==> config.mk <==
export PLATFORM = sky130hd
export DESIGN_NAME = csrng_state_db_wr_arb
export DESIGN_NICKNAME = d
export VERILOG_FILES = /design/src/rtl/csrng_state_db_wr_arb.sv
export SDC_FILE = /design/constraint.sdc
export NUM_CORES = 1
export LEC_CHECK = 0
export ABC_AREA = 1
export CAP_MARGIN = 30
export CORE_AREA = 2 2 508 510
export CTS_BUF_LIST = sky130_fd_sc_hd__clkbuf_8
export CTS_CLUSTER_SIZE = 28
export DETAILED_ROUTE_END_ITERATION = 10
export DIE_AREA = 0 0 510 512
export DONT_BUFFER_PORTS = 1
export PLACE_DENSITY = 0.3
export SETUP_SLACK_MARGIN = 0.1
export SYNTH_ARGS = -nofsm -noshare
export SYNTH_HDL_FRONTEND = slang
export SYNTH_SLANG_ARGS = --single-unit
==> constraint.sdc <==
create_clock -name clk_i -period 3.1 [get_ports clk_i]
set_input_delay 0.31 -clock clk_i [delete_from_list [all_inputs] [get_ports clk_i]]
set_output_delay 0.31 -clock clk_i [all_outputs]
set_load 0.01 [all_outputs]
==> src/rtl/csrng_state_db_wr_arb.sv <==
// csrng_state_db_wr_arb: round-robin arbiter and sequencer for the CSRNG state database write port.
// Ports: clk_i/rst_ni clock and async active-low reset; enable_i soft clear;
// req_i/rdy_o and the per-requester payload inputs form the requester side;
// state_db_wr_* is the registered database write port, acked through state_db_sts_*;
// sts_ack_o/sts_o/sts_id_o route each ack back to its owner; err_o is a sticky protocol error.
module csrng_state_db_wr_arb #(
  parameter int NReq        = 2,
  parameter int StateId     = 4,
  parameter int KeyLen      = 256,
  parameter int BlkLen      = 128,
  parameter int CtrLen      = 32,
  parameter int Cmd         = 3,
  parameter int CmdStsWidth = 3,
  parameter int AckTimeout  = 15
) (
  input  logic                      clk_i,
  input  logic                      rst_ni,
  input  logic                      enable_i,
  input  logic [NReq-1:0]           req_i,
  output logic [NReq-1:0]           rdy_o,
  input  logic [NReq*StateId-1:0]   inst_id_i,
  input  logic [NReq-1:0]           fips_i,
  input  logic [NReq*Cmd-1:0]       ccmd_i,
  input  logic [NReq*KeyLen-1:0]    key_i,
  input  logic [NReq*BlkLen-1:0]    v_i,
  input  logic [NReq*CtrLen-1:0]    res_ctr_i,
  input  logic [NReq*CmdStsWidth-1:0] sts_i,
  output logic                      state_db_wr_req_o,
  input  logic                      state_db_wr_req_rdy_i,
  output logic [StateId-1:0]        state_db_wr_inst_id_o,
  output logic                      state_db_wr_fips_o,
  output logic [Cmd-1:0]            state_db_wr_ccmd_o,
  output logic [KeyLen-1:0]         state_db_wr_key_o,
  output logic [BlkLen-1:0]         state_db_wr_v_o,
  output logic [CtrLen-1:0]         state_db_wr_res_ctr_o,
  output logic [CmdStsWidth-1:0]    state_db_wr_sts_o,
  input  logic                      state_db_sts_ack_i,
  input  logic [StateId-1:0]        state_db_sts_id_i,
  input  logic [CmdStsWidth-1:0]    state_db_sts_sts_i,
  output logic [NReq-1:0]           sts_ack_o,
  output logic [CmdStsWidth-1:0]    sts_o,
  output logic [StateId-1:0]        sts_id_o,
  output logic                      err_o
);
  localparam int IdxW = (NReq > 1) ? $clog2(NReq) : 1;
  localparam int CntW = $clog2(AckTimeout + 1);
  typedef enum logic [1:0] {IDLE, ISSUE, WAIT_ACK, ERROR} state_e;
  state_e state_q, state_d;
  logic [IdxW-1:0] rr_ptr, owner, gnt;
  logic [CntW-1:0] cnt;
  logic err_q, any_req, id_ok, ack_ok, timeout, latch;
  assign any_req = |req_i;
  // Scan from the highest rotated offset down so the lowest offset from rr_ptr wins.
  always_comb begin
    gnt = '0;
    for (int i = NReq - 1; i >= 0; i--)
      if (req_i[(int'(rr_ptr) + i) % NReq]) gnt = IdxW'((int'(rr_ptr) + i) % NReq);
  end
  assign rdy_o = (enable_i && state_q == IDLE && !state_db_sts_ack_i && any_req) ? NReq'(1) << gnt : '0;
  assign latch = |rdy_o;
  assign id_ok = state_db_sts_id_i == state_db_wr_inst_id_o;
  assign ack_ok = state_q == WAIT_ACK && state_db_sts_ack_i && id_ok;
  assign timeout = cnt == CntW'(AckTimeout - 1);
  assign state_db_wr_req_o = state_q == ISSUE;
  assign sts_ack_o = ack_ok ? NReq'(1) << owner : '0;
  assign sts_o = ack_ok ? state_db_sts_sts_i : '0;
  assign sts_id_o = ack_ok ? state_db_sts_id_i : '0;
  assign err_o = err_q;
  always_comb begin
    state_d = state_q;
    unique case (state_q)
      IDLE:     state_d = state_db_sts_ack_i ? ERROR : any_req ? ISSUE : IDLE;
      ISSUE:    state_d = state_db_sts_ack_i ? ERROR : state_db_wr_req_rdy_i ? WAIT_ACK : ISSUE;
      WAIT_ACK: state_d = state_db_sts_ack_i ? (id_ok ? IDLE : ERROR) : timeout ? ERROR : WAIT_ACK;
      default:  state_d = ERROR;
    endcase
    if (!enable_i) state_d = IDLE;
  end
  always_ff @(posedge clk_i or negedge rst_ni)
    if (!rst_ni) state_q <= IDLE;
    else state_q <= state_d;
  always_ff @(posedge clk_i or negedge rst_ni) begin
    if (!rst_ni) begin
      rr_ptr <= '0;
      owner <= '0;
      cnt <= '0;
      err_q <= 1'b0;
      state_db_wr_inst_id_o <= '0;
      state_db_wr_fips_o <= 1'b0;
      state_db_wr_ccmd_o <= '0;
      state_db_wr_key_o <= '0;
      state_db_wr_v_o <= '0;
      state_db_wr_res_ctr_o <= '0;
      state_db_wr_sts_o <= '0;
    end else if (!enable_i) begin
      rr_ptr <= '0;
      owner <= '0;
      cnt <= '0;
      err_q <= 1'b0;
      state_db_wr_inst_id_o <= '0;
      state_db_wr_fips_o <= 1'b0;
      state_db_wr_ccmd_o <= '0;
      state_db_wr_key_o <= '0;
      state_db_wr_v_o <= '0;
      state_db_wr_res_ctr_o <= '0;
      state_db_wr_sts_o <= '0;
    end else begin
      rr_ptr <= ack_ok ? ((owner == IdxW'(NReq - 1)) ? '0 : owner + 1'b1) : rr_ptr;
      owner <= latch ? gnt : owner;
      cnt <= (state_q == ISSUE) ? '0 :
             (state_q == WAIT_ACK && cnt != CntW'(AckTimeout)) ? cnt + 1'b1 : cnt;
      err_q <= err_q || state_d == ERROR;
      if (latch) begin
        state_db_wr_inst_id_o <= inst_id_i[gnt*StateId +: StateId];
        state_db_wr_fips_o <= fips_i[gnt];
        state_db_wr_ccmd_o <= ccmd_i[gnt*Cmd +: Cmd];
        state_db_wr_key_o <= key_i[gnt*KeyLen +: KeyLen];
        state_db_wr_v_o <= v_i[gnt*BlkLen +: BlkLen];
        state_db_wr_res_ctr_o <= res_ctr_i[gnt*CtrLen +: CtrLen];
        state_db_wr_sts_o <= sts_i[gnt*CmdStsWidth +: CmdStsWidth];
      end
    end
  end
endmodule

==> metrics.md, run 1 <==
| Metric | Value |
|---|---|
| Status | `complete, but fails checks` |
| Failing checks | `negative hold slack, max-slew violations` |
| Tot GR Track Use | `about an eighth` |
| CTS tree | `done` |
| Combinational family with the most area after synthesis | `simple AND/OR/NAND/NOR gates` |
| Type of origin of the critical path | `flip-flop` |
| Setup ws final | `slightly above 0.2 ns` |
| Layout Cells excl Fill | `6750` |
| Cells after Synth | `between 2000 and 2500` |
| Synthesis-to-finish area growth | `73.7%` |
| Buf/Inv on CP | `3` |
| Adder-cell area share of the yosys netlist | `less than 1%` |
| Final Util | `around an eighth` |
| Final Cycle Share | `approximately 93%` |
| Achievable Freq | `between 300 and 400 MHz` |
| Routed length per placed instance | `23.8 µm` |
| Synth warn | `0` |
| Final Max Tran Viols | `144` |
| Clock slew at reported path FFs | `around 0.06 ns` |
| Detail Route Antenna Nets | `0` |
| Routed WL | `about 160000 µm` |
| Grt met3 use | `between 7 and 8%` |
| Remaining DRCs | `0` |
| Die Width | `between 500 and 600 µm` |
| Tot Pwr | `between 15 and 20 mW` |
| Worst-Margin Slew | `1.66 ns` |
| LEAKAGE | `15.6 nW` |
| Worst Path Required | `3.73 ns` |
| Hold Slack | `-0.795 ns` |
| Area share of the largest cell type after synthesis | `around 56%` |
| H-Tree Depth | `3` |
| Drt first pass iters | `5` |
| Ranking of synthesized cells by area | `dfrtp_1 (56%), nand2_1 (25%), nand3_1 (11%)` |
| Final setup vio count | `0` |
| Largest net degree at the start of global routing | `437` |
| Layout cells sized above 1 | `approximately 6.2%` |
| Syn_nets | `approximately 3200` |
| Total grt overflow | `0` |
| Max Cap Violations | `0` |
| Dominant cell type by area after synthesis | `dfrtp_1` |
| Crit path max fanout | `3` |
| Most frequent cells in the layout | `nand2_1 (1299), dlygate4sd3_1 (869), dfrtp_1 (435), nand3_1 (433), clkbuf_8 (115)` |
| Setup TNS | `0 ns` |
| GR peak layer | `met2` |
| DP Worst Slack | `0.767 ns` |
| Fin Clk Skew | `0.0561 ns` |
| CTS Hold Bufs | `around 870` |
| Final hold vios | `436` |
| Via density | `3.16` |
| Post-synthesis cell area | `between 0.015 and 0.02 mm²` |
| Worst-path cell chain | `xor2_1 > nor2_1 > dlygate4sd3_1 > nand2_1 > nand3_1 > dlygate4sd3_1 > a21oi_1 > dlygate4sd3_1` |
| Grt met1 use | `a little under an eighth` |
| Unrepaired setup endpoints after global routing | `no` |
| Worst Path Arrival | `~3.5 ns` |
| Vias in the first global route | `22580` |
| Final net count | `~4100` |
| CTS Root Cell | `clkbuf_8` |
| CP Class | `reg2reg` |
| I/O pin cnt | `approximately 1300` |
| Port bufs | `0` |
| Count of cell types in the netlist | `24` |
| Core Footprint | `about 0.26 mm²` |
| First-pass GRT wire length | `roughly 210000 µm` |
| Post-layout minimum cycle time | `between 2 and 3 ns` |
| Simple-gate portion of the synthesized area | `a little under two fifths` |
| Initial antenna violation count | `74` |
| Worst path most repeated cell | `dlygate4sd3_1` |
| Max_slew headroom | `-10.8%` |
| CP max stage delay | `0.57 ns` |
| GPL Wtd Cong | `between 0.8 and 0.9` |
| Syn avg cell area | `around 8.2 µm²` |
| Initial detailed-routing violation count | `1204` |
| Yosys reg bits | `between 400 and 500` |
| Via count | `~21000` |
| Commonest non-fill, non-tap cell in the layout | `nand2_1` |
| Post-synthesis mux area share | `0%` |
| CTS sink count | `~440` |
| Critical-path top delay cell | `dlygate4sd3_1` |
| Cts bufs inserted | `92` |
| HPWL Detailed | `between 100000 and 150000 µm` |
| Row count | `around 190` |
| Setup crit end kind | `flip-flop` |
| Synth Area in Compound Gates | `less than 1%` |
| Clock Latency Late Sink | `roughly 0.8 ns` |
| Hold WC Path Type | `in2async` |
| CTS Buffer Depth | `3` |
| Max VDD drop | `roughly 0.26 mV` |
| Reg2Reg Setup Slack | `between 0.2 and 0.25 ns` |
| Xor and xnor area share after synthesis | `less than 1%` |
| Routing usage on met2 | `19.1%` |
| CP top delay family | `buffers and inverters` |
| Die Y | `roughly 510 µm` |
| Die Area | `between 0.2 and 0.3 mm²` |
| Cell Pwr Density | `~460 mW/mm²` |
| Sequential-to-total area share from yosys stat | `56.1%` |
| Dpl cells | `~5700` |
| Initial Utilization | `under 10%` |
[flip-flops by register name, indices dropped and copies added, names as in the netlist]
name                   count
owner                      1
state_db_wr_key_o        256
cnt                        4
state_db_wr_ccmd_o         3
rr_ptr                     1
state_q                    2
state_db_wr_sts_o          3
err_o                      1
state_db_wr_v_o          128
state_db_wr_fips_o         1
state_db_wr_inst_id_o      4
state_db_wr_res_ctr_o     32
[final timing paths]
check	start	endpoint	depth (start not counted)
worst max-delay path	state_db_wr_inst_id_o[0]	state_q[0]	8
worst min register to register	cnt[1]	cnt[1]	2
worst max register to register	state_db_wr_inst_id_o[0]	state_q[0]	8
max in group asynchronous	rst_ni	state_db_wr_key_o[73]	0
min in group clk_i	v_i[149]	state_db_wr_v_o[21]	3
worst min-delay path	rst_ni	state_db_wr_key_o[249]	0
[per-stage QoR]
step | hold slack [ns] | area (µm²)
after floorplan | 0.0144 | 19500
after global routing | -0.907 | 33800
final | -0.795 | 33800
after detailed placement | 0.0251 | 23200
after CTS | -0.951 | 33700
after global placement | 0.0293 | 23200
[power breakdown]
| group | leakage, nW | switching, mW | internal, mW | total [mW] |
|---|---|---|---|---|
| clock network | 1.06 | 3.06 | 3.34 | 6.40 |
| registers | 5.94 | 1.06 | 6.12 | 7.18 |
| logic | 8.57 | 0.863 | 1.20 | 2.06 |
[layer usage]
metal / routed length, µm / up-vias
met4: 8110 / 44
li1: - / 9370
met2: 73800 / 1157
met5: 291 / -
met3: 23900 / 296
met1: 54600 / 10478
[cells by family after synthesis]
logic type	count (synthesis)
flops	436
simple gates	1755
xor+xnor	2
fa+ha+maj	2
compound gates	17
buf+inv	167
[what timing repair did]
item                                   4_1_cts  5_1_grt
cloned                                       0        0
setup buffers                                0        0
endpoints found under the hold margin      872      436
resized for setup                            1        1
setup endpoints to repair                    1        1
[cell type report]
| class | count | area (µm²) |
|---|---|---|
| Fill cell | 29566 | 222000 |
| Sequential cell | 436 | 10900 |
| Timing Repair Buffer | 934 | 9320 |
| Multi-Input combinational cell | 1776 | 7310 |
| Tap cell | 3384 | 4230 |
| Clock buffer | 115 | 1580 |
| Clock inverter | 50 | 249 |
| Inverter | 25 | 110 |
| Antenna cell | 30 | 75.1 |
[cells in the mapped netlist, drive strengths merged]
cell	n
o211ai	3
a21oi	6
nor2	20
xor2	2
inv	25
nand3	433
nand2	1300
ha	2
o21ai	6
dfrtp	436
o22ai	1
nor3	1
clkbuf	7
o31ai	1
nand4	1
buf	135
No activity file was read; power rests on OpenSTA's default activity.
==> run 2: changes to the inputs <==
==> constraint.sdc (replaced) <==
create_clock -name clk_i -period 3.1 [get_ports clk_i]
set_input_delay 0.31 -clock clk_i [delete_from_list [all_inputs] [get_ports clk_i]]
set_output_delay 0.31 -clock clk_i [all_outputs]
set_load 0.005 [all_outputs]
==> metrics.md, run 2 (synthesized netlist as in run 1, its figures left out) <==
| Metric | Value |
|---|---|
| Most frequent cells in the layout | `nand2_1 (1299), dlygate4sd3_1 (945), dfrtp_1 (435), nand3_1 (433), clkbuf_8 (115) (was nand2_1 (1299), dlygate4sd3_1 (869), dfrtp_1 (435), nand3_1 (433), clkbuf_8 (115))` |
| Vias in the first global route | `22835 (was 22580)` |
| Initial detailed-routing violation count | `1348 (was 1204)` |
| HPWL Detailed | `131000 µm (about the same)` |
| CTS Root Cell | `clkbuf_8 (unchanged)` |
| Buf/Inv on CP | `4 (was 3)` |
| Tot GR Track Use | `11.9% (was 11.8%)` |
| Routed length per placed instance | `23.8 µm (about the same)` |
| Final net count | `4206 (was 4135)` |
| H-Tree Depth | `3 (unchanged)` |
| Core Footprint | `0.256 mm² (unchanged)` |
| Setup ws final | `0.211 ns (was 0.205 ns)` |
| Met2 routed WL | `74700 µm (was 73800 µm)` |
| Drt first pass iters | `5 (unchanged)` |
| Layout cells sized above 1 | `5.91% (was 6.18%)` |
| Worst path most repeated cell | `dlygate4sd3_1 (unchanged)` |
| Clock slew at reported path FFs | `0.06 ns (about the same)` |
| Critical-path top delay cell | `dlygate4sd3_1 (unchanged)` |
| Row count | `186 (unchanged)` |
| Crit path max fanout | `23 (was 3)` |
| Area of the multi-input gates | `0.00732 mm² (was 0.00731 mm²)` |
| Remaining DRCs | `0 (unchanged)` |
| First-pass GRT wire length | `207000 µm (was 206000 µm)` |
| Number of flip-flops under the largest register name | `256 (unchanged)` |
| Post-route design area | `0.0347 mm² (was 0.0338 mm²)` |
| Fin Clk Skew | `0.0612 ns (was 0.0561 ns)` |
| CTS Buffer Depth | `3 (unchanged)` |
| I/O pin cnt | `1308 (unchanged)` |
| Tot Pwr | `15.9 mW (was 15.6 mW)` |
| Cts bufs inserted | `90 (was 92)` |
| Achievable Freq | `346 MHz (was 345 MHz)` |
| DP Worst Slack | `0.895 ns (was 0.767 ns)` |
| Max VDD drop | `0.267 mV (was 0.258 mV)` |
| GPL Wtd Cong | `0.875 (was 0.885)` |
| Final Max Tran Viols | `92 (was 144)` |
| Commonest non-fill, non-tap cell in the layout | `nand2_1 (unchanged)` |
| Via density | `3.19 (was 3.16)` |
| Reg with most FFs | `state_db_wr_key_o (unchanged)` |
| CP Class | `reg2reg (unchanged)` |
| Status | `complete, but fails checks (unchanged)` |
| CTS tree | `done (unchanged)` |
| Met1 wire length | `55200 µm (was 54600 µm)` |
| Initial antenna violation count | `73 (was 74)` |
| Final hold vios | `436 (unchanged)` |
| Final Cycle Share | `93.2% (was 93.4%)` |
| Biggest regs | `state_db_wr_key_o (256), state_db_wr_v_o (128), state_db_wr_res_ctr_o (32) (unchanged)` |
| Via count | `21726 (was 21345)` |
| CP max stage delay | `0.57 ns (about the same)` |
| Sequential Area | `0.0109 mm² (unchanged)` |
| Max Cap Violations | `0 (unchanged)` |
| Max_slew headroom | `-7.37% (was -10.8%)` |
| Die Y | `512 µm (unchanged)` |
| Final-layout fill cell count | `29541 (was 29566)` |
| Cell Pwr Density | `458 mW/mm² (was 463 mW/mm²)` |
| Type of origin of the critical path | `flip-flop (unchanged)` |
| CTS sink count | `436 (unchanged)` |
| Setup TNS | `0 ns (unchanged)` |
| Hold WC Path Type | `in2async (unchanged)` |
| Die Width | `510 µm (unchanged)` |
| Detail Route Antenna Nets | `0 (unchanged)` |
| Failing checks | `negative hold slack, max-slew violations (unchanged)` |
| Setup crit end kind | `flip-flop (unchanged)` |
| Worst Path Arrival | `3.67 ns (was 3.52 ns)` |
| CTS Hold Bufs | `946 (was 869)` |
| Final setup vio count | `0 (unchanged)` |
| Setup repair bufs after CTS | `0 (unchanged)` |
| Port bufs | `0 (unchanged)` |
| Unrepaired setup endpoints after global routing | `yes (was no)` |
| Top sig layer | `met5 (unchanged)` |
| Worst-Margin Slew | `1.61 ns (was 1.66 ns)` |
| Routed WL | `162000 µm (was 161000 µm)` |
| Die Area | `0.261 mm² (unchanged)` |
| Placement Cell Area | `0.0232 mm² (about the same)` |
| Worst Path Required | `3.88 ns (was 3.73 ns)` |
| Initial Utilization | `7.61% (unchanged)` |
| Final Util | `13.6% (was 13.2%)` |
| CP top delay family | `buffers and inverters (unchanged)` |
| Synthesis-to-finish area growth | `78.1% (was 73.7%)` |
| Largest net degree at the start of global routing | `437 (unchanged)` |
| LEAKAGE | `15.8 nW (was 15.6 nW)` |
| Clock Latency Late Sink | `0.84 ns (was 0.80 ns)` |
| Post-layout minimum cycle time | `2.89 ns (about the same)` |
| Met3 wire length | `24200 µm (was 23900 µm)` |
| Total grt overflow | `0 (unchanged)` |
| Worst-path cell chain | `nor2_2 > nand4_4 > nor2_4 > buf_12 > buf_6 > nand2_1 > dlygate4sd3_1 > nand3_1 > dlygate4sd3_1 (was xor2_1 > nor2_1 > dlygate4sd3_1 > nand2_1 > nand3_1 > dlygate4sd3_1 > a21oi_1 > dlygate4sd3_1)` |
| Hold Slack | `-0.837 ns (was -0.795 ns)` |
==> run 2: worst paths after layout <==
check | startpoint | endpoint | slack [ns] | depth (start not counted)
worst min register to register | cnt[1] | cnt[1] | 0.55 | 2
worst min-delay path | rst_ni | state_db_wr_v_o[99] | -0.84 | 0
worst max-delay path | state_q[0] | state_db_wr_res_ctr_o[8] | 0.21 | 9
min in group clk_i | key_i[144] | state_db_wr_key_o[144] | 0.13 | 3
max in group asynchronous | rst_ni | state_db_wr_key_o[176] | 2.65 | 0
worst max register to register | state_q[0] | state_db_wr_res_ctr_o[8] | 0.21 | 9
==> run 2: cell type report <==
type / count / area share (%)
inverters: 25 / 0.318
clock buffers: 115 / 4.57
diodes: 24 / 0.173
flip-flops and latches: 436 / 31.5
clock inverters: 43 / 0.906
well taps: 3384 / 12.2
multi-input cells: 1776 / 21.1
repair buffers: 1007 / 29.2
==> run 2: power breakdown <==
group	leakage [nW]	internal (mW)	switching, mW	total (mW)
Clock	1.08	3.59	3.16	6.75
Sequential	5.94	6.12	0.894	7.02
Combinational	8.77	1.24	0.881	2.12
Total	15.8	11.0	4.93	15.9
==> run 2: layer usage <==
| metal | track usage (%) | vias up |
|---|---|---|
| met3 | 7.47 | 284 |
| met1 | 11.7 | 10649 |
| met5 | 0 | - |
| met2 | 19.5 | 1233 |
| li1 | - | 9498 |
| met4 | 5.66 | 62 |
==> run 2: repair_timing <==
| item | 4_1_cts | 5_1_grt |
|---|---|---|
| endpoints found under the hold margin | 872 | 436 |
| pin swaps | 0 | 2 |
| gates resized for setup | 5 | 10 |
| endpoints found under the setup margin | 5 | 19 |
==> run 2: through the flow <==
stage / hold slack [ns] / std cells
floorplan: 0.0144 / 2379
global placement: 0.0276 / 5682
detailed placement: 0.0252 / 5682
CTS: -0.961 / 6786
global route: -0.944 / 6795
finish: -0.837 / 6810
==> run 3: changes to the inputs <==
- CTS_BUF_LIST: sky130_fd_sc_hd__clkbuf_8 -> sky130_fd_sc_hd__clkbuf_2 sky130_fd_sc_hd__clkbuf_4 sky130_fd_sc_hd__clkbuf_8
- PLACE_DENSITY: 0.3 -> not set
==> metrics.md, run 3 (synthesized netlist as in run 1, its figures left out) <==
| Metric | Value |
|---|---|
| Reg with most FFs | `state_db_wr_key_o (unchanged)` |
| GPL Wtd Cong | `0.958 (was 0.875)` |
| Remaining DRCs | `0 (unchanged)` |
| Most frequent cells in the layout | `nand2_1 (1292), dlygate4sd3_1 (1022), dfrtp_1 (434), nand3_1 (433), clkbuf_8 (105) (was nand2_1 (1299), dlygate4sd3_1 (945), dfrtp_1 (435), nand3_1 (433), clkbuf_8 (115))` |
| Layout Cells excl Fill | `6961 (was 6810)` |
| Status | `complete, but fails checks (unchanged)` |
| Achievable Freq | `329 MHz (was 346 MHz)` |
| Biggest regs | `state_db_wr_key_o (256), state_db_wr_v_o (128), state_db_wr_res_ctr_o (32) (unchanged)` |
| CP Class | `reg2reg (unchanged)` |
| Drt first pass iters | `7 (was 5)` |
| Worst Path Required | `3.90 ns (was 3.88 ns)` |
| Worst-path cell chain | `nor2_4 > nand4_4 > nor2_4 > buf_16 > nand2_1 > dlygate4sd3_1 > nand3_1 (was nor2_2 > nand4_4 > nor2_4 > buf_12 > buf_6 > nand2_1 > dlygate4sd3_1 > nand3_1 > dlygate4sd3_1)` |
| DP Worst Slack | `0.676 ns (was 0.895 ns)` |
| Cts bufs inserted | `90 (unchanged)` |
| Post-layout minimum cycle time | `3.04 ns (was 2.89 ns)` |
| H-Tree Depth | `3 (unchanged)` |
| Initial Utilization | `7.61% (unchanged)` |
| CTS Root Cell | `clkbuf_8 (unchanged)` |
| Commonest non-fill, non-tap cell in the layout | `nand2_1 (unchanged)` |
| Sw Pwr | `5.19 mW (was 4.93 mW)` |
| Worst Path Arrival | `3.84 ns (was 3.67 ns)` |
| Initial antenna violation count | `143 (was 73)` |
| Final hold vios | `436 (unchanged)` |
| Vias in the first global route | `23899 (was 22835)` |
| Clock slew at reported path FFs | `0.06 ns (about the same)` |
| I/O pin cnt | `1308 (unchanged)` |
| Sw frac | `32.1% (was 31.1%)` |
| Crit path max fanout | `114 (was 23)` |
| Detail Route Antenna Nets | `0 (unchanged)` |
| Setup crit end kind | `flip-flop (unchanged)` |
| Final net count | `4310 (was 4206)` |
| Max Cap Violations | `0 (unchanged)` |
| Dpl cells | `5663 (was 5682)` |
| Final Cycle Share | `97.9% (was 93.2%)` |
| Via density | `3.39 (was 3.19)` |
| Routed length per placed instance | `29.0 µm (was 23.8 µm)` |
| Hold WC Path Type | `in2async (unchanged)` |
| Port bufs | `0 (unchanged)` |
| Fin Clk Skew | `0.0485 ns (was 0.0612 ns)` |
| Synthesis-to-finish area growth | `85.5% (was 78.1%)` |
| Total grt overflow | `0 (unchanged)` |
| Die Y | `512 µm (unchanged)` |
| Tot GR Track Use | `14.6% (was 11.9%)` |
| CTS Buffer Depth | `4 (was 3)` |
| Die Width | `510 µm (unchanged)` |
| Failing checks | `negative hold slack (was negative hold slack, max-slew violations)` |
| Number of flip-flops under the largest register name | `256 (unchanged)` |
| Cell Pwr Density | `448 mW/mm² (was 458 mW/mm²)` |
| Die Area | `0.261 mm² (unchanged)` |
| Largest net degree at the start of global routing | `437 (unchanged)` |
| CTS tree | `done (unchanged)` |
| LEAKAGE | `16.2 nW (was 15.8 nW)` |
| Setup ws final | `0.0642 ns (was 0.211 ns)` |
| Type of origin of the critical path | `flip-flop (unchanged)` |
| Row count | `186 (unchanged)` |
| Combinational share of power | `14.1% (was 13.4%)` |
| Max_slew headroom | `8.62% (was -7.37%)` |
| Power Internal | `11.0 mW (about the same)` |
| Final setup vio count | `0 (unchanged)` |
| Layout cells sized above 1 | `6.27% (was 5.91%)` |
| CP max stage delay | `0.77 ns (was 0.57 ns)` |
| Routed WL | `202000 µm (was 162000 µm)` |
| Worst-Margin Slew | `1.37 ns (was 1.61 ns)` |
| CTS sink count | `436 (unchanged)` |
| Hold Slack | `-0.837 ns (about the same)` |
| Sequential fraction of design power | `44.9% (was 44.2%)` |
| Core Footprint | `0.256 mm² (unchanged)` |
| Clock network power share | `41.1% (was 42.5%)` |
| Unrepaired setup endpoints after global routing | `yes (unchanged)` |
| Tot Pwr | `16.2 mW (was 15.9 mW)` |
| HPWL Detailed | `164000 µm (was 131000 µm)` |
| Final Max Tran Viols | `0 (was 92)` |
| Clock Latency Late Sink | `0.87 ns (was 0.84 ns)` |
| Final-layout fill cell count | `28606 (was 29541)` |
| Via count | `23570 (was 21726)` |
| First-pass GRT wire length | `244000 µm (was 207000 µm)` |
| Critical-path top delay cell | `nor2_4 (was dlygate4sd3_1)` |
| Worst path most repeated cell | `nor2_4 (was dlygate4sd3_1)` |
| Max VDD drop | `0.405 mV (was 0.267 mV)` |
| Initial detailed-routing violation count | `1810 (was 1348)` |
run 3: cell types whose count changed in the layout (fill, tap and decap cells not counted), moves of 6 or more:
cell / delta
inv_1: -30
clkbuf_4: +22
clkbuf_8: -10
nand2_1: -7
dlygate4sd3_1: +77
nand2_2: +7
buf_4: -23
dlymetal6s4s_1: +36
clkinvlp_4: +6
diode_2: +59
run 3: worst max-delay path, delay by kind of cell (launching register included):
kind | cells | cell delay [ns]
and+or+nand+nor | 5 | 1.31
buffers and inverters | 2 | 0.97
DFF | 1 | 0.41
run 3: power groups by stage:
| stage | combinational, mW | clock (mW) | sequential [mW] |
|---|---|---|---|
| floorplan | 0.735 | 0 | 6.49 |
| global route | 2.46 | 7.05 | 7.39 |
| CTS | 2.15 | 6.85 | 7.32 |
| global placement | 0.887 | 0 | 7.42 |
| detailed placement | 0.913 | 0 | 7.41 |
| finish | 2.28 | 6.64 | 7.26 |
run 3: what timing repair did:
| item | in CTS | in global routing |
|---|---|---|
| buffers inserted | 0 | 6 |
| cloned | 0 | 3 |
| hold buffers | 1029 | 30 |
| gates resized for setup | 5 | 68 |
| pin swaps | 0 | 3 |
| endpoints found under the setup margin | 9 | 312 |
| endpoints found under the hold margin | 872 | 466 |
run 3: stage by stage:
step                area (µm²)  util [%]  hold slack, ns  TNS, ns
floorplan                19500         -          0.0144        0
global placement         23100      9.03          0.0227        0
detailed placement       23100      9.03          0.0218        0
CTS                      35200      13.8           -1.03        0
global route             36100      14.1          -0.938   -0.662
finish                   36100      14.1          -0.837        0
run 3: cell type report:
cell class | count | area, µm² | area share, %
Antenna cell | 83 | 208 | 0.575
Clock buffer | 127 | 1610 | 4.46
Clock inverter | 19 | 209 | 0.579
Inverter | 25 | 110 | 0.305
Multi-Input combinational cell | 1776 | 7360 | 20.4
Sequential cell | 436 | 10900 | 30.2
Tap cell | 3384 | 4230 | 11.7
Timing Repair Buffer | 1111 | 11500 | 31.8
run 3: path summary, 6_finish.rpt:
kind	startpoint	end	slack, ns	depth (start not counted)
min in group clk_i	key_i[305]	state_db_wr_key_o[49]	0.14	3
hold / removal	rst_ni	state_db_wr_key_o[218]	-0.84	0
setup / recovery	state_q[0]	state_db_wr_key_o[13]	0.06	7
hold reg to reg	owner	rr_ptr	0.50	1
max in group asynchronous	rst_ni	state_db_wr_key_o[180]	2.84	0
setup reg to reg	state_q[0]	state_db_wr_key_o[13]	0.06	7
run 3: per-layer routing:
layer  vias to the layer above  GRT usage (%)  part of all wire (%)
li1                       9748              -                     -
met5                         -              0                  0.15
met1                     11282           11.4                    28
met4                        44           12.0                   9.0
met3                       645           12.3                    19
met2                      1851           22.8                    44
